==> config.mk <==
export PLATFORM = sky130hd
export DESIGN_NAME = alu_sequencer
export DESIGN_NICKNAME = d
export VERILOG_FILES = /design/src/rtl/alu_sequencer.sv
export SDC_FILE = /design/constraint.sdc
export NUM_CORES = 1
export LEC_CHECK = 0
export ABC_AREA = 1
export ABC_CLOCK_PERIOD_IN_PS = 1500
export CAP_MARGIN = 10
export CORE_AREA = 8 8 78 80
export DETAILED_ROUTE_END_ITERATION = 10
export DIE_AREA = 0 0 86 88
export DONT_BUFFER_PORTS = 1
export GPL_ROUTABILITY_DRIVEN = 0
export MAX_ROUTING_LAYER = met4
export PLACE_DENSITY = 0.7
export SLEW_MARGIN = 5
export SYNTH_ARGS = -nofsm -noshare
export SYNTH_HDL_FRONTEND = slang
export SYNTH_SLANG_ARGS = --single-unit
==> constraint.sdc <==
create_clock -name clk -period 1.5 [get_ports clk]
set_clock_uncertainty 0.05 [all_clocks]
set_input_delay 0.45 -clock clk [delete_from_list [all_inputs] [get_ports clk]]
set_output_delay 0.45 -clock clk [all_outputs]
set_load 0.05 [all_outputs]
==> src/rtl/alu_sequencer.sv <==
// Multi-cycle controller owning AC, R and the zero flag: sequences the external 8-bit ALU
// and moves data between the registers and memory, one command at a time.
module alu_sequencer #(
   parameter int ADDR_W      = 16,
   parameter int MEM_TIMEOUT = 15
) (
   input  logic              clk,
   input  logic              rst_n,
   input  logic              cmd_valid,
   output logic              cmd_ready,
   input  logic [3:0]        cmd_op,
   input  logic [ADDR_W-1:0] cmd_addr,
   output logic [7:0]        alu_ac,
   output logic [7:0]        alu_r,
   output logic [2:0]        alu_sel,
   input  logic [7:0]        alu_result,
   output logic              mem_req,
   output logic              mem_we,
   output logic [ADDR_W-1:0] mem_addr,
   output logic [7:0]        mem_wdata,
   input  logic [7:0]        mem_rdata,
   input  logic              mem_ack,
   output logic [7:0]        ac_out,
   output logic              zero,
   output logic              done,
   output logic              err
);
   localparam int CNT_W = (MEM_TIMEOUT < 2) ? 1 : $clog2(MEM_TIMEOUT + 1);
   localparam logic [3:0] OP_LDAC = 4'b1000;
   localparam logic [3:0] OP_STAC = 4'b1001;
   localparam logic [3:0] OP_MVAC = 4'b1010;
   localparam logic [3:0] OP_MOVR = 4'b1011;
   localparam logic [3:0] OP_LDR  = 4'b1100;

   typedef enum logic [1:0] {IDLE, EXEC, MEM} state_t;

   state_t           state, state_next;
   logic [3:0]       op;
   logic [7:0]       ac, r;
   logic [CNT_W-1:0] cnt;
   logic             accept, is_exec, is_mem, is_illegal, timeout;
   logic             done_next, err_next;
   logic             ac_we, r_we;
   logic [7:0]       ac_wdata, r_wdata;

   assign accept     = cmd_valid && (state == IDLE);
   assign is_exec    = !cmd_op[3] || (cmd_op == OP_MVAC) || (cmd_op == OP_MOVR);
   assign is_mem     = (cmd_op == OP_LDAC) || (cmd_op == OP_STAC) || (cmd_op == OP_LDR);
   assign is_illegal = !is_exec && !is_mem;
   // Expires on the last allowed MEM cycle; an ack in that same cycle still wins.
   assign timeout    = (MEM_TIMEOUT != 0) && (state == MEM) && !mem_ack &&
                       (cnt == CNT_W'(MEM_TIMEOUT - 1));

   assign alu_ac    = ac;
   assign alu_r     = r;
   assign ac_out    = ac;
   assign mem_wdata = ac;

   always_ff @(posedge clk or negedge rst_n) begin
      if (!rst_n) state <= IDLE;
      else        state <= state_next;
   end

   always_comb begin
      state_next = state;
      case (state)
         IDLE: begin
            if (accept && is_exec)     state_next = EXEC;
            else if (accept && is_mem) state_next = MEM;
         end
         EXEC:    state_next = IDLE;
         MEM:     if (mem_ack || timeout) state_next = IDLE;
         default: state_next = IDLE;
      endcase
   end

   always_comb begin
      cmd_ready = (state == IDLE);
      done_next = 1'b0;
      err_next  = 1'b0;
      ac_we     = 1'b0;
      r_we      = 1'b0;
      ac_wdata  = alu_result;
      r_wdata   = ac;
      case (state)
         IDLE: err_next = accept && is_illegal;
         EXEC: begin
            done_next = 1'b1;
            if (!op[3]) begin
               ac_we = 1'b1;
            end else if (op == OP_MVAC) begin
               r_we = 1'b1;
            end else begin
               ac_we    = 1'b1;
               ac_wdata = r;
            end
         end
         MEM: begin
            if (mem_ack) begin
               done_next = 1'b1;
               ac_we     = (op == OP_LDAC);
               r_we      = (op == OP_LDR);
               ac_wdata  = mem_rdata;
               r_wdata   = mem_rdata;
            end else if (timeout) begin
               err_next = 1'b1;
            end
         end
         default: ;
      endcase
   end

   always_ff @(posedge clk or negedge rst_n) begin
      if (!rst_n) begin
         op       <= '0;
         ac       <= '0;
         r        <= '0;
         zero     <= 1'b0;
         alu_sel  <= '0;
         mem_req  <= 1'b0;
         mem_we   <= 1'b0;
         mem_addr <= '0;
         cnt      <= '0;
         done     <= 1'b0;
         err      <= 1'b0;
      end else begin
         done <= done_next;
         err  <= err_next;
         if (accept) begin
            op <= cmd_op;
            if (!cmd_op[3]) alu_sel <= cmd_op[2:0];
            if (is_mem) begin
               mem_req  <= 1'b1;
               mem_we   <= (cmd_op == OP_STAC);
               mem_addr <= cmd_addr;
               cnt      <= '0;
            end
         end
         if (state == MEM) begin
            if (mem_ack || timeout) begin
               mem_req <= 1'b0;
               mem_we  <= 1'b0;
            end else if (MEM_TIMEOUT != 0) begin
               cnt <= cnt + CNT_W'(1);
            end
         end
         if (ac_we) begin
            ac   <= ac_wdata;
            zero <= (ac_wdata == 8'h00);
         end
         if (r_we) r <= r_wdata;
      end
   end
endmodule

## Yosys cells after proc, flatten, opt, wreduce, memory -nomap -nowiden

Index checks and enable logic that the tools add are counted.

| word-level totals | value |
|---|---|
| register bits after elaboration | 50 |

| operators by class | value |
|---|---|
| reduce and logical (&&, ||, !) cells | 21 |
| add/subtract/negate cells | 1 |
| equality and inequality tests | 13 |
| bitwise gates (word level) | 1 |
| mux-type cells | 35 |

Operators by type and width:

| operator | count |
|---|---|
| two-way mux 8 bit | 5 |
| == test 4 bit (second input constant) | 9 |
| two-way mux 1 bit | 17 |
| two-way mux 4 bit | 4 |
| case mux 8 bit (2 select lines) | 1 |
| logical NOT 8 bit | 1 |
| case mux 1 bit (2 select lines) | 4 |
| logical AND 1 bit | 7 |
| two-way mux 2 bit | 3 |
| AND reduction 2 bit | 3 |
| logical OR 1 bit | 5 |
| adder 4 x 1 -> 4 bit (second input constant) | 1 |
| logical NOT 1 bit | 4 |
| case mux 2 bit (2 select lines) | 1 |
| != test 3 x 1 -> 1 bit (second input constant) | 1 |
| == test 2 x 1 -> 1 bit (second input constant) | 1 |
| == test 2 bit (second input constant) | 1 |
| logical NOT 2 bit | 1 |
| != test 2 x 1 -> 1 bit (second input constant) | 1 |
| inverter 1 bit | 1 |

## Longest topological paths before layout

| logic depth | value |
|---|---|
| depth after elaboration | 7 |
| depth in mapped cells | 14 |

## Least setup slack after synthesis

No wires, ideal clock.

| timing | value |
|---|---|
| path kind | register -> register |
| start point | register state[0] |
| end point | register state[1] |
| period minus slack after synthesis | 2.038 ns |
| slack | -0.538 ns |
| cell stages (with the launch flop) | 9 |
| arrival | 1.868 ns |
| path through | dfrtp_1 inv_1 ha_1 nand2_1 nor2_1 buf_4 o21ai_1 a21boi_0 inv_1 |

| between the ends | value |
|---|---|
| elaborated cells between the ends (all ways) | 13 |
| those cells by class | eq/ne (3); mux (2); reduce/logical (8) |

RTL lines:

| element | RTL line | source |
|---|---|---|
| start, declared | 37 | `state_t state, state_next;` |
| start signal, assigned | 61 | `else state <= state_next;` |
| logical NOT 2 bit (*) | - |  |
| via cmd_ready | 10 | `output logic cmd_ready,` |
| logical AND 1 bit | 46 | `assign accept = cmd_valid && (state == IDLE);` |
| logical AND 1 bit, on equally long branches | 68, 69 |  |
| two-way mux 2 bit or != test 3 x 1 -> 1 bit (tied branches) | - |  |
| case mux 2 bit (2 select lines) or AND reduction 2 bit (tied branches) | - |  |

The timed path passes the listed nets; every way through them passes the cells marked *.
A chain may end at the register's enable or synchronous reset.

## Final worst setup path

| timing | value |
|---|---|
| start point | register state[0] |
| end point | register r[1] (netlist: alu_r[1]) |

| between the ends | value |
|---|---|
| cells in the longest elaborated chain, start to end | 2 |
| elaborated cells between the ends (all ways) | 4 |
| those cells by class | eq/ne (2); mux (2) |

RTL lines:

| element | RTL line | source |
|---|---|---|
| == test 2 bit or == test 2 x 1 -> 1 bit (tied branches) | 85 | `case (state)` |
| case mux 1 bit (2 select lines) or two-way mux 8 bit (tied branches) | 85 |  |
| end signal, assigned | 151 | `if (r_we) r <= r_wdata;` |
| end, declared | 39 | `logic [7:0] ac, r;` |

Parallel ways exist; a longest one is shown, timed or not.

==> flow_summary.json <==
{
  "status": "complete, but fails checks",
  "violations": "hold timing, setup timing",
  "clk_pin_slew_worst_paths_ns": 0.09,
  "num_vias": 2180,
  "ioPinCount": 97,
  "dieArea_um2": 7570,
  "ys_seq_area_share_pct": 47.0,
  "grt_pass1_wl_mm": 10.1,
  "syn_area_um2": 2660,
  "critical_path_class": "reg2reg",
  "dpl-instance-area_um2": 3040,
  "seq_area_um2": 1250,
  "drtPass1Iterations": 4,
  "drive_gt1_share_pct": 32.6,
  "synth.net_count": 378,
  "syn_inst": 333,
  "track_usage_pct": 17.2,
  "port-buffer-count": 0,
  "crit_chain": "inv_2, ha_4, nand2_4, clkinv_4, nand3_4, o21ai_4, nand2_4, mux2_4",
  "die_h_um": 88,
  "ys_types": 26,
  "whs_ns": -0.222,
  "cts_tree": "done",
  "yosys_warnings": 0,
  "grt_max_degree": 51,
  "dr.first_iter.drc_count": 130,
  "synthToLayoutAreaGrowth_pct": 28.4,
  "dp_slack_ns": -0.226,
  "antenna_cells": 0,
  "final.setup.worst_slack_ns": -0.228,
  "cts_buffers": 5,
  "die_width_um": 86,
  "maxCapViolations": 0,
  "period_share_pct": 115,
  "postSynthAreaPerCell_um2": 8.00,
  "antenna_found_initial": 0,
  "cp_slowest_cell": "dfrtp_1",
  "cpPeakStageDelay_ns": 0.44,
  "grt_pass1_vias": 2179,
  "drc": 0,
  "dpl.hpwl_mm": 4.54,
  "rows": 26,
  "grt-ovfl-total": 0,
  "postRouteWirelength_mm": 6.67,
  "cp.required_ns": 1.64,
  "fillCellCount": 381,
  "fmax_mhz": 579,
  "endpoint_kind": "register",
  "via_per_inst": 5.01,
  "cts_buffer_depth": 2,
  "crit_buf_inv": 2,
  "period_needed_ns": 1.73,
  "multi_input_area_um2": 1320,
  "worstPathMaxFanout": 8,
  "hold_viol": 50,
  "maxSlewHeadroom_pct": 65.4,
  "ant_nets": 0,
  "critPathTopFamily": "flip-flops",
  "stdcell_area_um2": 3420,
  "rsz0062_at_grt": "yes",
  "core_area_um2": 4910,
  "synth-seq-cells": 50,
  "nNetsFinal": 410,
  "crit_arrival_ns": 1.87,
  "crit_top_cell": "nand2_4",
  "drv_slew": 0,
  "root_buffer": "clkbuf_8",
  "setup_violations": 39,
  "cp-start-kind": "register",
  "h-tree-depth": 2,
  "post_drt_wl_per_cell_um": 15.3,
  "hold_class": "in2async",
  "cts_sinks": 50,
  "worstSkewPairLatency_ns": 0.30,
  "initial_core_util_pct": 54.2,
  "worst_pin_slew_ns": 0.520
}
what timing repair did:
item | in CTS | in global routing
endpoints found under the hold margin | 50 | 50
setup endpoints to repair | 20 | 47
pin swaps | 5 | 10
buffers inserted | 2 | 5
cloned | 0 | 2
resized for setup | 18 | 54
cell usage in the layout (no fill, tap or decap), types with 5 or more instances in the layout:
cell      count
nand2_4       8
buf_12        9
nor2_1        5
a21oi_1       5
clkbuf_8      5
inv_1        33
nand2_1     118
nor2_2        7
buf_6         7
buf_4        30
o21ai_1       9
nand2_2      12
o21ai_0      10
mux2_4        8
dfrtp_1      48
nand3_1       9
area by class of cell:
class | count | area share (%)
inverter | 41 | 5.01
multi-input combinational | 219 | 38.5
clock buffer | 6 | 2.12
timing repair inverter | 1 | 0.256
timing repair buffer | 47 | 14.6
sequential | 50 | 36.7
tap | 70 | 2.56
clock inverter | 1 | 0.220
worst paths after layout:
check	endpoint	from	slack, ns	cells past startpoint
worst max-delay path	alu_r[1]	state[0]	-0.23	8
worst min-delay path	cnt[2]	rst_n	-0.22	0
worst max register to register	alu_r[1]	state[0]	-0.23	8
worst min register to register	cnt[3]	cnt[3]	0.43	1
max in group asynchronous	mem_addr[3]	rst_n	1.53	0
min in group clk	alu_sel[0]	cmd_op[0]	0.21	2
cells by family after synthesis:
family,share of synthesized area [%]
buffers and inverters,12.4
AND/OR/NAND/NOR,26.3
multiplexers,4.51
flip-flops,47.0
adder cells (fa/ha/maj),2.35
AO/OA/AOI/OAI,7.47
state kept, by name, indices dropped and copies added (netlist names), 2 cells and up:
signal and flops:
mem_addr 16, op 4, state 2, alu_r 8
ac_out 8, cnt 4, alu_sel 3
cell usage after synthesis (all sizes together):
cell type / instances / area share (%)
o22ai: 2 / 0.47
mux2: 8 / 4.5
a32oi: 1 / 0.33
buf: 23 / 6.3
clkinv: 1 / 0.33
o21ai: 25 / 5.0
nand2: 138 / 20
clkbuf: 1 / 0.14
dfrtp: 50 / 47
a21boi: 2 / 0.56
nor2: 16 / 2.5
nand3b: 2 / 0.56
inv: 40 / 5.6
nor3: 1 / 0.38
ha: 5 / 2.3
a21oi: 6 / 1.1
nand3: 12 / 2.7
stage by stage:
| step | hold WS, ns | utilization, % | std cells | setup TNS, ns |
|---|---|---|---|---|
| final | -0.222 | 69.6 | 435 | -4.80 |
| after global routing | -0.241 | 69.6 | 435 | -7.52 |
| after CTS | -0.228 | 65.1 | 428 | -3.08 |
| after detailed placement | 0.106 | 61.9 | 419 | -2.22 |
| after global placement | 0.106 | 61.9 | 419 | -1.49 |
| after floorplan | 0.104 | - | 333 | -0.647 |
per-layer routing:
layer | global-route usage, % | wire, µm
met2 | 28.6 | 3290
met1 | 19.9 | 2800
met5 | - | 0
met3 | 5.07 | 508
met4 | 4.46 | 72
Power is left out: the tool's default activity adds up to more than one toggle a clock period on the data nets, which glitch-free logic cannot reach.
